==> config.mk <==
export PLATFORM = sky130hd
export DESIGN_NAME = prt_led_ctl_flat
export DESIGN_NICKNAME = d
export VERILOG_FILES = /design/src/rtl/prt_led_ctl_pkg.sv /design/src/rtl/prt_led_ctl_if.sv /design/src/rtl/prt_led_ctl_rr.sv /design/src/rtl/prt_led_ctl.sv /design/src/flat_wrapper.sv
export SDC_FILE = /design/constraint.sdc
export NUM_CORES = 1
export LEC_CHECK = 0
export ABC_CLOCK_PERIOD_IN_PS = 3200
export BUFFER_PORTS_ARGS = -buffer_cell sky130_fd_sc_hd__buf_2
export CAP_MARGIN = 30
export CORE_MARGIN = 2
export CORE_UTILIZATION = 65
export CTS_CLUSTER_SIZE = 28
export DETAILED_ROUTE_END_ITERATION = 10
export GPL_ROUTABILITY_DRIVEN = 1
export MAX_ROUTING_LAYER = met4
export PLACE_DENSITY = 0.92
export REMOVE_ABC_BUFFERS = 1
export SLEW_MARGIN = 20
export SYNTH_ARGS = -nofsm -noshare
export SYNTH_HDL_FRONTEND = slang
export SYNTH_HIERARCHICAL = 1
export SYNTH_SLANG_ARGS = --single-unit
export TNS_END_PERCENT = 50
==> constraint.sdc <==
create_clock -name CLK_IN -period 3.2 [get_ports CLK_IN]
set_input_delay 0.32 -clock CLK_IN [delete_from_list [all_inputs] [get_ports CLK_IN]]
set_output_delay 0.32 -clock CLK_IN [all_outputs]
set_load 0.01 [all_outputs]
==> src/rtl/prt_led_ctl_pkg.sv <==
// rtl/prt_led_ctl_pkg.sv - shared types and sizing helpers for the status-LED scheduler
package prt_led_ctl_pkg;

  typedef enum logic [1:0] {IDLE, ON, OFF, GAP} prt_led_ctl_state_t;

  localparam int PRT_LED_MAX_REQ = 8;

  // One counter width serves prescaler, phase and heartbeat counters.
  function automatic int prt_cnt_width(input int a, input int b, input int c,
                                       input int d, input int e);
    int m;
    m = a;
    if (b > m) m = b;
    if (c > m) m = c;
    if (d > m) m = d;
    if (e > m) m = e;
    return $clog2(m + 1);
  endfunction

endpackage

==> src/rtl/prt_led_ctl_if.sv <==
// rtl/prt_led_ctl_if.sv - requester/LED bus; DIM_IN present only with PRT_LED_CTL_PWM_EN
interface prt_led_ctl_if #(
  parameter int P_REQ = 4
);
  logic [P_REQ-1:0] REQ_IN;
  logic             LED_OUT;
  logic [P_REQ-1:0] GNT_OUT;
  logic             BUSY_OUT;
`ifdef PRT_LED_CTL_PWM_EN
  logic [7:0]       DIM_IN;

  modport master (output REQ_IN, output DIM_IN, input LED_OUT, input GNT_OUT, input BUSY_OUT);
  modport slave  (input REQ_IN, input DIM_IN, output LED_OUT, output GNT_OUT, output BUSY_OUT);
`else
  modport master (output REQ_IN, input LED_OUT, input GNT_OUT, input BUSY_OUT);
  modport slave  (input REQ_IN, output LED_OUT, output GNT_OUT, output BUSY_OUT);
`endif
endinterface

==> src/rtl/prt_led_ctl_rr.sv <==
// rtl/prt_led_ctl_rr.sv - combinational round-robin pick: first set request at or after ptr
module prt_led_ctl_rr #(
  parameter int P_REQ = 4,
  parameter int PW    = 2
) (
  input  logic [P_REQ-1:0] req,
  input  logic [PW-1:0]    ptr,
  output logic [P_REQ-1:0] gnt,
  output logic [PW-1:0]    idx,
  output logic             valid
);

  logic [PW-1:0] cand;

  // Scan from the farthest offset down so the nearest one to ptr is kept.
  always_comb begin
    idx   = '0;
    valid = 1'b0;
    cand  = '0;
    for (int i = P_REQ - 1; i >= 0; i--) begin
      cand = PW'((int'(ptr) + i) % P_REQ);
      if (req[cand]) begin
        valid = 1'b1;
        idx   = cand;
      end
    end
    gnt = valid ? (P_REQ'(1) << idx) : '0;
  end

endmodule

==> src/rtl/prt_led_ctl.sv <==
// rtl/prt_led_ctl.sv - shared status LED: RR blink codes or heartbeat; PRT_LED_CTL_PWM_EN adds dimming
module prt_led_ctl
  import prt_led_ctl_pkg::*;
#(
  parameter int P_REQ  = 4,
  parameter int P_TICK = 1000,
  parameter int P_BEAT = 100,
  parameter int P_ON   = 2,
  parameter int P_OFF  = 2,
  parameter int P_GAP  = 8
) (
  input  logic         CLK_IN,
  input  logic         RST_IN,
  prt_led_ctl_if.slave bus
);

  localparam int CW = prt_cnt_width(P_TICK, P_BEAT, P_GAP, P_ON, P_OFF);
  localparam int PW = (P_REQ > 1) ? $clog2(P_REQ) : 1;
  localparam int NW = $clog2(P_REQ + 1);

  localparam logic [CW-1:0] TICK_MAX = CW'(P_TICK - 1);
  localparam logic [CW-1:0] BEAT_MAX = CW'(P_BEAT - 1);
  localparam logic [CW-1:0] ON_MAX   = CW'(P_ON - 1);
  localparam logic [CW-1:0] OFF_MAX  = CW'(P_OFF - 1);
  localparam logic [CW-1:0] GAP_MAX  = CW'(P_GAP - 1);
  localparam logic [PW-1:0] IDX_MAX  = PW'(P_REQ - 1);

  prt_led_ctl_state_t state_q, state_d;
  logic [CW-1:0]    pre_q, pre_d, phase_q, phase_d, hb_q, hb_d;
  logic [NW-1:0]    pulses_q, pulses_d;
  logic [PW-1:0]    ptr_q, ptr_d, idx_q, idx_d;
  logic [P_REQ-1:0] gnt_q, gnt_d;
  logic             led_q, led_d;
  logic             tick;

  logic [P_REQ-1:0] rr_gnt;
  logic [PW-1:0]    rr_idx;
  logic             rr_valid;

  prt_led_ctl_rr #(.P_REQ(P_REQ), .PW(PW)) u_rr (
    .req   (bus.REQ_IN),
    .ptr   (ptr_q),
    .gnt   (rr_gnt),
    .idx   (rr_idx),
    .valid (rr_valid)
  );

  assign tick = (pre_q == TICK_MAX);

  always_comb begin
    pre_d    = tick ? '0 : pre_q + 1'b1;
    state_d  = state_q;
    phase_d  = phase_q;
    hb_d     = hb_q;
    pulses_d = pulses_q;
    ptr_d    = ptr_q;
    idx_d    = idx_q;
    gnt_d    = gnt_q;
    led_d    = led_q;
    if (tick) begin
      unique case (state_q)
        IDLE: begin
          // A new grant wins over a heartbeat toggle landing on the same tick.
          if (rr_valid) begin
            gnt_d    = rr_gnt;
            idx_d    = rr_idx;
            led_d    = 1'b1;
            pulses_d = NW'(rr_idx) + NW'(1);
            phase_d  = '0;
            hb_d     = '0;
            state_d  = ON;
          end else if (hb_q == BEAT_MAX) begin
            led_d = ~led_q;
            hb_d  = '0;
          end else begin
            hb_d = hb_q + 1'b1;
          end
        end
        ON: begin
          if (phase_q == ON_MAX) begin
            led_d    = 1'b0;
            phase_d  = '0;
            pulses_d = pulses_q - 1'b1;
            state_d  = (pulses_q == NW'(1)) ? GAP : OFF;
          end else begin
            phase_d = phase_q + 1'b1;
          end
        end
        OFF: begin
          if (phase_q == OFF_MAX) begin
            led_d   = 1'b1;
            phase_d = '0;
            state_d = ON;
          end else begin
            phase_d = phase_q + 1'b1;
          end
        end
        GAP: begin
          if (phase_q == GAP_MAX) begin
            gnt_d   = '0;
            ptr_d   = (idx_q == IDX_MAX) ? '0 : idx_q + 1'b1;
            phase_d = '0;
            hb_d    = '0;
            state_d = IDLE;
          end else begin
            phase_d = phase_q + 1'b1;
          end
        end
        default: state_d = IDLE;
      endcase
    end
  end

  always_ff @(posedge CLK_IN or posedge RST_IN) begin
    if (RST_IN) begin
      state_q  <= IDLE;
      pre_q    <= '0;
      phase_q  <= '0;
      hb_q     <= '0;
      pulses_q <= '0;
      ptr_q    <= '0;
      idx_q    <= '0;
      gnt_q    <= '0;
      led_q    <= 1'b0;
    end else begin
      state_q  <= state_d;
      pre_q    <= pre_d;
      phase_q  <= phase_d;
      hb_q     <= hb_d;
      pulses_q <= pulses_d;
      ptr_q    <= ptr_d;
      idx_q    <= idx_d;
      gnt_q    <= gnt_d;
      led_q    <= led_d;
    end
  end

  assign bus.GNT_OUT  = gnt_q;
  assign bus.BUSY_OUT = (state_q != IDLE);

`ifdef PRT_LED_CTL_PWM_EN
  logic [7:0] pwm_q, pwm_d;

  assign pwm_d = pwm_q + 8'd1;

  always_ff @(posedge CLK_IN or posedge RST_IN) begin
    if (RST_IN) pwm_q <= '0;
    else        pwm_q <= pwm_d;
  end

  // led_q is only high in ON or heartbeat-on, so gating it covers both.
  assign bus.LED_OUT = led_q & (pwm_q < bus.DIM_IN);
`else
  assign bus.LED_OUT = led_q;
`endif

endmodule

==> src/flat_wrapper.sv <==
// flat-port wrapper written by rule: the top's interface ports become plain ports
module prt_led_ctl_flat import prt_led_ctl_pkg::*;
#(
  parameter int P_REQ  = 4,
  parameter int P_TICK = 1000,
  parameter int P_BEAT = 100,
  parameter int P_ON   = 2,
  parameter int P_OFF  = 2,
  parameter int P_GAP  = 8
)
  (CLK_IN, RST_IN, bus_REQ_IN, bus_LED_OUT, bus_GNT_OUT, bus_BUSY_OUT);
  prt_led_ctl_if #(.P_REQ(P_REQ)) bus_i ();
  input  logic CLK_IN;
  input  logic RST_IN;
  input wire logic [$bits(bus_i.REQ_IN)-1:0] bus_REQ_IN;
  output wire logic [$bits(bus_i.LED_OUT)-1:0] bus_LED_OUT;
  output wire logic [$bits(bus_i.GNT_OUT)-1:0] bus_GNT_OUT;
  output wire logic [$bits(bus_i.BUSY_OUT)-1:0] bus_BUSY_OUT;
  assign bus_i.REQ_IN = bus_REQ_IN;
  assign bus_LED_OUT = bus_i.LED_OUT;
  assign bus_GNT_OUT = bus_i.GNT_OUT;
  assign bus_BUSY_OUT = bus_i.BUSY_OUT;
  prt_led_ctl #(.P_REQ(P_REQ), .P_TICK(P_TICK), .P_BEAT(P_BEAT), .P_ON(P_ON), .P_OFF(P_OFF), .P_GAP(P_GAP)) u_core (.CLK_IN(CLK_IN), .RST_IN(RST_IN), .bus(bus_i));
endmodule
Word-level counts from Yosys, hierarchy flattened:

Cells that the tools add are included.

* add/sub/neg operators: 9
* order comparisons: 4
* equal/unequal tests: 14
* shifts and indexed selects: 1
* mux-type cells: 43
* bitwise logic cells: 1
* reduce and logical (&&, ||, !) cells: 14

Operators with widths (count)
* $mux W10: 7
* $add A10 B1 Y10 const B: 3
* $pmux W10 S3: 1
* $pmux W10 S2: 1
* $mux W2: 9
* $mux W1: 13
* $lt A2 B3 Y1 const B: 4
* $eq A10 B1 Y1 const B: 1
* $eq A10 B10 Y1 const B: 1
* $eq A10 B3 Y1 const B: 1
* $eq A10 B7 Y1 const B: 1
* $reduce_and A5 Y1: 2
* $reduce_and A3 Y1: 3
* $bmux W1 S2: 4
* $mux W4: 2
* $ne A2 B1 Y1 const B: 4
* $pmux W2 S4: 1
* $pmux W4 S2: 1
* $reduce_and A4 Y1: 2
* $eq A2 B2 Y1 const B: 3
* $mux W3: 2
* $pmux W3 S2: 1
* $reduce_bool A2 Y1: 3
* $add A2 B1 Y2 const B: 2
* 13 further kinds: 14

* flip-flop bits (word level): 44
* input bits: 6
* output and inout bits: 6
* logic and storage cells: 95

Depth between registers and ports, before layout:

Gate-level depths: netlist of the first run.

* depth in word-level cells: 10
* mapped depth: 10

Modules after synthesis:

The synthesis of the first run kept the hierarchy.

By module, submodules not included
* prt_led_ctl: times used 1, cells an instance 262, area each 2524.9 um^2, sequential area each 1101.1 um^2
* prt_led_ctl_rr: times used 1, cells an instance 29, area each 182.7 um^2, sequential area each 0.0 um^2

Worst setup path before layout of the first run:

Ideal clock, no wire load.

* path kind: register -> register
* start: register u_core.phase_q[7]
* end: register u_core.hb_q[5]
* arrival time: 1713 ps
* setup slack: 1358 ps
* cell stages (with the launch flop): 6
* path buffers: 0
* clock period less this slack: 1842 ps
* cells stage by stage: dfrtp_1 or4_4 o31ai_4 o211ai_2 o21ai_0 o41ai_1

* word-level cells in the longest chain between the ends: 3

Ends and longest elaborated chain
* start, declared: RTL line prt_led_ctl.sv:29 `logic [CW-1:0] pre_q, pre_d, phase_q, phase_d, hb_q, hb_d;`
* start signal, assigned: RTL line prt_led_ctl.sv:128 `phase_q <= phase_d;`
* $eq A10 B3 Y1: RTL line prt_led_ctl.sv:99 `if (phase_q == GAP_MAX) begin`
* $ne A2 B1 Y1 (no source line)
* $reduce_and A3 Y1 (no source line)
* end signal, assigned: RTL line prt_led_ctl.sv:119 `hb_q <= '0;`
* end signal, assigned: RTL line prt_led_ctl.sv:129 `hb_q <= hb_d;`
* end, declared: RTL line prt_led_ctl.sv:29

Every way passes these cells.
A chain may end at the register's enable or synchronous reset.

Final worst setup path of the first run:

* start: register u_core.pre_q[0]
* end: register u_core.phase_q[3]

* word-level cells in the longest chain between the ends: 2

Ends and longest elaborated chain
* start, declared: RTL line prt_led_ctl.sv:29
* start signal, assigned: RTL line prt_led_ctl.sv:127 `pre_q <= pre_d;`
* $eq A10 B10 Y1: RTL line prt_led_ctl.sv:48 `assign tick = (pre_q == TICK_MAX);`
* $reduce_and A2 Y1 (no source line)

Every way passes these cells.

==> impl_summary.txt, run 1 <==
----------------------------------------------------
[Run status]
  Result of the run ... completed

[Layout]
  Non-filler cells in the finished layout ... 352
  Number of inserted filler cells in the final layout ... between 200 and 300
  Fraction of final layout cells sized beyond drive strength 1 ... 13.9%
  Antenna diode count ... 0
  Post-layout nets ... 319
  Synthesis-to-finish area growth ... 6.24%
  Total non-filler cell area in the finished layout ... ~0.0029 mm^2

[GRT]
  Antenna violations before repair ... 0
  Number of global-route vias before repair ... between 2000 and 2500
  Global router's overall resource usage ... 30.3%
  Maximum number of pins on one net before global-route repair ... 45
  First-pass GRT wire length ... 10.2 mm
  Overflow left after global routing ... 0

[Synth]
  Flip-flop cell with the highest count after synthesis ... sky130_fd_sc_hd__dfrtp_1
  Number of synthesized register bits ... 44
  Ranking of synthesized cells by area ... sky130_fd_sc_hd__dfrtp_1 41%, sky130_fd_sc_hd__o21ai_0 5.9%, sky130_fd_sc_hd__ha_1 5.5%
  Synthesized cell area ... roughly 0.0027 mm^2
  Count of flip-flops with a built-in enable after synthesis ... 0
  Most numerous cell in the Yosys netlist ... sky130_fd_sc_hd__dfrtp_1
  Avg Inst Size Synth ... 9.30 um^2
  Top post-synthesis cells by count ... 44 x sky130_fd_sc_hd__dfrtp_1, 32 x sky130_fd_sc_hd__o21ai_0, 26 x sky130_fd_sc_hd__nor2_1
  Cell taking the most area after synthesis ... sky130_fd_sc_hd__dfrtp_1
  Post-synth top area share ... 40.7%
  Sequential area share after synthesis ... 40.7%
  Number of warnings reported in the yosys synthesis log ... 6
  Unique masters post-synth ... 60
  Post-synthesis instance total ... 291
  Async S/R FF share, synth ... 100%

[Clocking]
  Number of buffers added by the clock tree synthesis step ... 5
  Number of clock sinks ... 44
  Maximum clock path buffer count ... 2
  Total of cells resized after clock tree synthesis ... 0
  Total number of H-tree levels ... 2
  # hold bufs at CTS ... 0
  Total setup buffers inserted after CTS ... 0
  Register clock-pin slew on the reported worst setup and hold paths ... 90 ps
  TritonCTS clock tree ... yes
  Worst skew pair latency ... ~310 ps
  Clk Tree Root Cell ... sky130_fd_sc_hd__clkbuf_8

[Worst setup path]
  Number of buffers and inverters on the critical path ... 0
  Cell family with the largest share of critical-path delay ... simple AND/OR/NAND/NOR gates
  CP max FO ... 15
  Number of cells on the worst reg-to-reg path ... 6
  Cell with the biggest individual delay on the critical path ... sky130_fd_sc_hd__nor3_4
  Worst stage delay on the critical path ... 630 ps
  Startpoint class of the critical path ... register
  R2r startpoint ... u_core/pre_q[0]
  Critical path's most frequent cell ... sky130_fd_sc_hd__nand2_1
  Critical register-to-register path endpoint ... u_core/phase_q[3]
  CP required ... 3450 ps
  Type of destination of the critical path ... register
  Setup CP Type ... reg2reg
  Internal reg-to-reg setup slack ... about 630 ps
  Sequence of cells on the critical path ... ha_1, nand2_1, nor3_4, nand2_1, nor2_1, a22o_1
  Signal arrival time at the worst endpoint ... 2820 ps

[Route]
  Drt via density ... about 6.7
  Aggregate routed wire length ... 6.33 mm
  Number of violations reported at the end of detailed-routing iteration 0 ... 217
  Via count ... 2361
  Post-detailed-route count of antenna-violating nets ... 0
  First-pass iteration count of the detailed router ... 5
  Routed len/inst ... between 15 and 20 um
  Number of design rule violations left after detail routing ... 0

[Placed design]
  Worst slack after detailed placement ... between 700 and 800 ps
  Sum of net half-perimeters after detailed placement ... 4.23 mm
  Total instance count after detailed placement ... 344
  Last weighted congestion value of the routability-driven placer ... 0.827
  I/O Buffers ... 11
  Placement-stage cell area ... 0.00276 mm^2

[Power and ir drop]
  Peak supply drop ... 0.184 mV
  Power density relative to cell area ... 359 mW/mm^2
  Standby leakage power ... 1.31 nW

[Timing]
  Final hold vios ... 0
  F_max ... 389 MHz
  Slew @ Worst Pin ... between 900 and 1000 ps
  Setup repair after global routing missed its margin ... no
  Worst Setup Slack, final ... approximately 630 ps
  Shortest clock period the worst path allows after layout ... around 2600 ps
  Worst-case headroom to the max-slew limit ... a little over a third
  Worst Clk Skew ... 6.95 ps
  Final setup violation count ... 0
  Worst hold-check slack ... between 100 and 150 ps
  Fin Setup TNS ... 0 ps
  Crit share post-route ... 80.3%
  Final Max Tran Viols ... 0

[Floorplanning]
  Starting density of the core ... 67.7%
  Die Ht ... 68.5 um
  Top Ports ... 12
  Core region area ... 0.00400 mm^2
  Overall die area ... 0.00470 mm^2
  Number of rows created at floorplan ... 23
  Width of the die ... 68.5 um

[Hold path]
  Classification of the worst-slack hold path ... in2async

[Job]
  Number of max-capacitance violations reported ... 0

----------------------------------------------------
[sequential cells by signal (all words and copies together), names as in the netlist]
signal,cells
u_core/pre_q,10
u_core/hb_q,10
u_core/state_q,2
u_core/idx_q,2
u_core/ptr_q,2
u_core/phase_q,10
u_core/bus.GNT_OUT,4
u_core/pulses_q,3
u_core/bus.LED_OUT,1
[placed cells by master (no fill, tap or decap), types with 2 or more instances in the layout]
master / netlist / routed
sky130_fd_sc_hd__a22o_1: 12 / 12
sky130_fd_sc_hd__o22ai_1: 4 / 4
sky130_fd_sc_hd__clkinv_4: 0 / 2
sky130_fd_sc_hd__o31ai_1: 2 / 2
sky130_fd_sc_hd__or3_1: 4 / 4
sky130_fd_sc_hd__nor2_1: 26 / 26
sky130_fd_sc_hd__nor3_1: 12 / 12
sky130_fd_sc_hd__clkbuf_8: 0 / 5
sky130_fd_sc_hd__nor3_4: 2 / 2
sky130_fd_sc_hd__or2_2: 2 / 2
sky130_fd_sc_hd__nor2b_1: 6 / 6
sky130_fd_sc_hd__a21o_1: 3 / 3
sky130_fd_sc_hd__dfrtp_1: 44 / 44
sky130_fd_sc_hd__xor2_1: 3 / 3
sky130_fd_sc_hd__o41ai_1: 2 / 2
sky130_fd_sc_hd__nand2b_1: 7 / 7
sky130_fd_sc_hd__nand3_1: 15 / 15
sky130_fd_sc_hd__buf_2: 1 / 11
sky130_fd_sc_hd__o21ai_0: 32 / 32
sky130_fd_sc_hd__nand2_1: 21 / 21
sky130_fd_sc_hd__inv_1: 16 / 15
sky130_fd_sc_hd__xnor2_1: 3 / 3
sky130_fd_sc_hd__nor3b_1: 2 / 2
sky130_fd_sc_hd__and3_1: 5 / 5
sky130_fd_sc_hd__ha_1: 12 / 12
sky130_fd_sc_hd__a21oi_1: 10 / 10
sky130_fd_sc_hd__nor4_1: 3 / 3
sky130_fd_sc_hd__mux2_2: 3 / 3
[routing by layer]
| layer | GRT usage [%] | vias to the layer above | share of wire, % |
|---|---|---|---|
| met5 | - | - | 0 |
| met4 | 10.5 | 0 | 2.8 |
| met3 | 5.84 | 27 | 5.4 |
| met2 | 49.9 | 100 | 48 |
| met1 | 37.4 | 1156 | 43 |
| li1 | - | 1078 | - |
[cell type report]
class                   instances  area, um^2  share of cell area [%]
multi-input cells             222        1470                    51.2
flip-flops and latches         44        1100                    38.3
clock buffers                   5        68.8                    2.39
repair buffers                 12        62.6                    2.17
well taps                      50        62.6                    2.17
inverters                      16        60.1                    2.09
clock inverters                 3        47.5                    1.65
[tightest hold or removal path, cell delays in order]
cell,delay [ps]
sky130_fd_sc_hd__buf_2,100
sky130_fd_sc_hd__clkinv_1,30
sky130_fd_sc_hd__buf_4,450
[per-stage QoR]
step           power, mW  util, %
6_report            1.03     71.9
4_1_cts             1.04     71.9
3_3_place_gp       0.597     69.0
3_5_place_dp       0.599     69.0
2_1_floorplan      0.584        -
5_1_grt             1.06     71.9
[report_power, final]
part | internal (mW) | switching [mW]
registers | 0.555 | 0
logic | 0.00866 | 0.0248
clock network | 0.235 | 0.210
total | 0.799 | 0.235
[how the worst max path moves through the flow]
stage	slack [ps]	cells past startpoint	end	from
after global routing	500	6	u_core/phase_q[3]	u_core/pre_q[0]
after detailed placement	740	6	u_core/phase_q[6]	u_core/pre_q[0]
after floorplan	1260	6	u_core/phase_q[7]	u_core/pre_q[0]
final	630	6	u_core/phase_q[3]	u_core/pre_q[0]
after CTS	690	6	u_core/phase_q[3]	u_core/pre_q[0]
after global placement	720	6	u_core/phase_q[7]	u_core/pre_q[0]
[logic make-up (layout without fill, tap and decap cells)]
logic type	after synthesis	in the layout	synth area share, %
AO/OA/AOI/OAI	85	85	21.8
flip-flops	44	44	40.7
AND/OR/NAND/NOR	116	116	23.9
adder cells (fa/ha/maj)	12	12	5.55
multiplexers	3	3	1.25
buffers and inverters	25	36	4.90
XOR/XNOR	6	6	1.94
Power figures use the tool's default switching activity.
==> inputs of run 2 (changes only) <==
ABC_CLOCK_PERIOD_IN_PS = 2500   (was 3200)
CORE_UTILIZATION = 61   (was 65)
PLACE_DENSITY = 0.87   (was 0.92)
clock period = 2.5 ns   (was 3.2 ns; I/O delays follow)
==> impl_summary.txt, run 2 (synthesized netlist as in run 1, its figures left out) <==
----------------------------------------------------
[Run status]
  Result of the run ... completed

[Floorplanning]
  Core region area ... ~0.0043 mm^2
  Number of rows created at floorplan ... 24
  Die Ht ... roughly 70 um
  Top Ports ... 12
  Overall die area ... 0.00499 mm^2
  Starting density of the core ... 62.6%
  Width of the die ... 70.6 um

[Clocking]
  TritonCTS clock tree ... yes
  Worst skew pair latency ... about 300 ps
  Number of buffers added by the clock tree synthesis step ... 5
  Total setup buffers inserted after CTS ... 0
  Register clock-pin slew on the reported worst setup and hold paths ... 90 ps
  Total number of H-tree levels ... 2
  Clk Tree Root Cell ... sky130_fd_sc_hd__clkbuf_8
  # hold bufs at CTS ... 1
  Total of cells resized after clock tree synthesis ... 0
  Number of clock sinks ... 44
  Maximum clock path buffer count ... 2

[GRT]
  Maximum number of pins on one net before global-route repair ... 31
  First-pass GRT wire length ... 9.33 mm
  Global router's overall resource usage ... 23.8%
  Overflow left after global routing ... 0
  Antenna violations before repair ... 0
  Number of global-route vias before repair ... 2018

[Route]
  Drt via density ... 6.23
  First-pass iteration count of the detailed router ... 4
  Post-detailed-route count of antenna-violating nets ... 0
  Routed len/inst ... ~15 um
  Number of design rule violations left after detail routing ... 0
  Number of violations reported at the end of detailed-routing iteration 0 ... 204
  Aggregate routed wire length ... 5.50 mm
  Via count ... 2242

[Layout]
  Synthesis-to-finish area growth ... 7.39%
  Number of inserted filler cells in the final layout ... 341
  Sequential cell area in the final layout ... 0.00110 mm^2
  Highest-count cells in the layout ignoring fill and taps ... 44 x sky130_fd_sc_hd__dfrtp_1, 32 x sky130_fd_sc_hd__o21ai_0, 26 x sky130_fd_sc_hd__nor2_1
  Fraction of final layout cells sized beyond drive strength 1 ... 15.3%
  Antenna diode count ... 0
  Multi-input logic area ... around 0.0015 mm^2
  Non-filler cells in the finished layout ... 360
  Top Registers ... u_core/hb_q: 10 flops, u_core/phase_q: 10 flops, u_core/pre_q: 10 flops
  Total non-filler cell area in the finished layout ... 0.00291 mm^2
  Commonest non-fill, non-tap cell in the layout ... sky130_fd_sc_hd__dfrtp_1
  Post-layout nets ... 325

[Worst setup path]
  Sequence of cells on the critical path ... ha_1, nand2_1, nor3_4, nand2_1, nor2_1, a22o_1
  CP max FO ... 8
  Startpoint class of the critical path ... register
  Number of buffers and inverters on the critical path ... 0
  Worst stage delay on the critical path ... between 400 and 500 ps
  Critical path's most frequent cell ... sky130_fd_sc_hd__nand2_1
  Critical register-to-register path endpoint ... u_core/phase_q[2]
  Number of cells on the worst reg-to-reg path ... 6
  Signal arrival time at the worst endpoint ... 2440 ps
  Type of destination of the critical path ... register
  Cell family with the largest share of critical-path delay ... simple AND/OR/NAND/NOR gates
  CP required ... 2740 ps
  Internal reg-to-reg setup slack ... 300 ps
  R2r startpoint ... u_core/pre_q[0]
  Cell with the biggest individual delay on the critical path ... sky130_fd_sc_hd__nor2_1
  Setup CP Type ... reg2reg

[Hold path]
  Worst hold path startpoint ... bus_REQ_IN[1]
  Classification of the worst-slack hold path ... in2reg
  Destination of the worst hold path ... u_core/bus.GNT_OUT[1]
  Count of cells along the worst hold path ... 3

[Timing]
  Final setup violation count ... 0
  Fin Setup TNS ... 0 ps
  Slew @ Worst Pin ... between 500 and 600 ps
  Final hold vios ... 0
  Shortest clock period the worst path allows after layout ... around 2200 ps
  Worst Setup Slack, final ... 297 ps
  Crit share post-route ... 88.1%
  F_max ... 454 MHz
  Worst-case headroom to the max-slew limit ... 63.1%
  Setup repair after global routing missed its margin ... no
  Final Max Tran Viols ... 0
  Worst Clk Skew ... 7.35 ps

[Power and ir drop]
  Power density relative to cell area ... 422 mW/mm^2
  Total internal power ... 0.947 mW
  Final total power ... 1.23 mW
  Switching power total ... 0.280 mW
  Relative contribution of the clock network to total power ... between 30% and 40%
  Standby leakage power ... about 1.3 nW
  Combinational power share ... 3.3%
  Flop pwr share ... 58.0%
  Peak supply drop ... ~0.26 mV
  Switching share of power ... 22.8%

[Placed design]
  I/O Buffers ... 11
  Last weighted congestion value of the routability-driven placer ... 0.940
  Worst slack after detailed placement ... 336 ps
  Total instance count after detailed placement ... 351
  Placement-stage cell area ... 0.00280 mm^2
  Sum of net half-perimeters after detailed placement ... 3.95 mm

[Job]
  Number of max-capacitance violations reported ... 0

----------------------------------------------------
run 2: power by group through the flow:
stage	Sequential [mW]	Clock (mW)	Combinational, mW
2_1_floorplan	0.725	0	0.0225
3_3_place_gp	0.725	0	0.0395
3_5_place_dp	0.725	0	0.0398
4_1_cts	0.711	0.485	0.0411
5_1_grt	0.711	0.516	0.0467
6_report	0.711	0.475	0.0401
run 2: metrics by stage:
step / utilization [%] / hold WS, ps
floorplan: - / 449
global placement: 64.8 / 241
detailed placement: 64.8 / 239
CTS: 67.2 / 404
global route: 67.2 / 427
finish: 67.2 / 405
run 2: metal layers:
| layer | vias up | part of all wire [%] | GRT usage [%] |
|---|---|---|---|
| met2 | 65 | 48 | 38.2 |
| met1 | 1081 | 46 | 31.2 |
| met3 | 8 | 4.5 | 4.70 |
| met5 | - | 0 | - |
| met4 | 0 | 1.2 | 6.29 |
| li1 | 1088 | - | - |
run 2: worst max path at each step:
stage                    start                end  slack [ps]  cells past startpoint
2_1_floorplan  u_core/pre_q[0]  u_core/phase_q[7]         560                      6
3_3_place_gp   u_core/pre_q[0]  u_core/phase_q[7]         400                      6
3_5_place_dp   u_core/pre_q[0]  u_core/phase_q[7]         340                      6
4_1_cts        u_core/pre_q[0]  u_core/phase_q[7]         300                      6
5_1_grt        u_core/pre_q[0]  u_core/phase_q[7]         110                      6
6_report       u_core/pre_q[0]  u_core/phase_q[2]         300                      6
run 2: worst min-delay path: cells and delay by family:
kind	cells	cell delay [ps]
buf+inv	1	140
simple gates	1	170
compound gates	1	120
run 2: layout make-up:
class                   instances  share of cell area, %
clock inverters                 2                  0.516
clock buffers                   6                   2.84
inverters                      16                   2.07
multi-input cells             222                   50.7
repair buffers                 18                   3.79
flip-flops and latches         44                   37.9
well taps                      52                   2.24
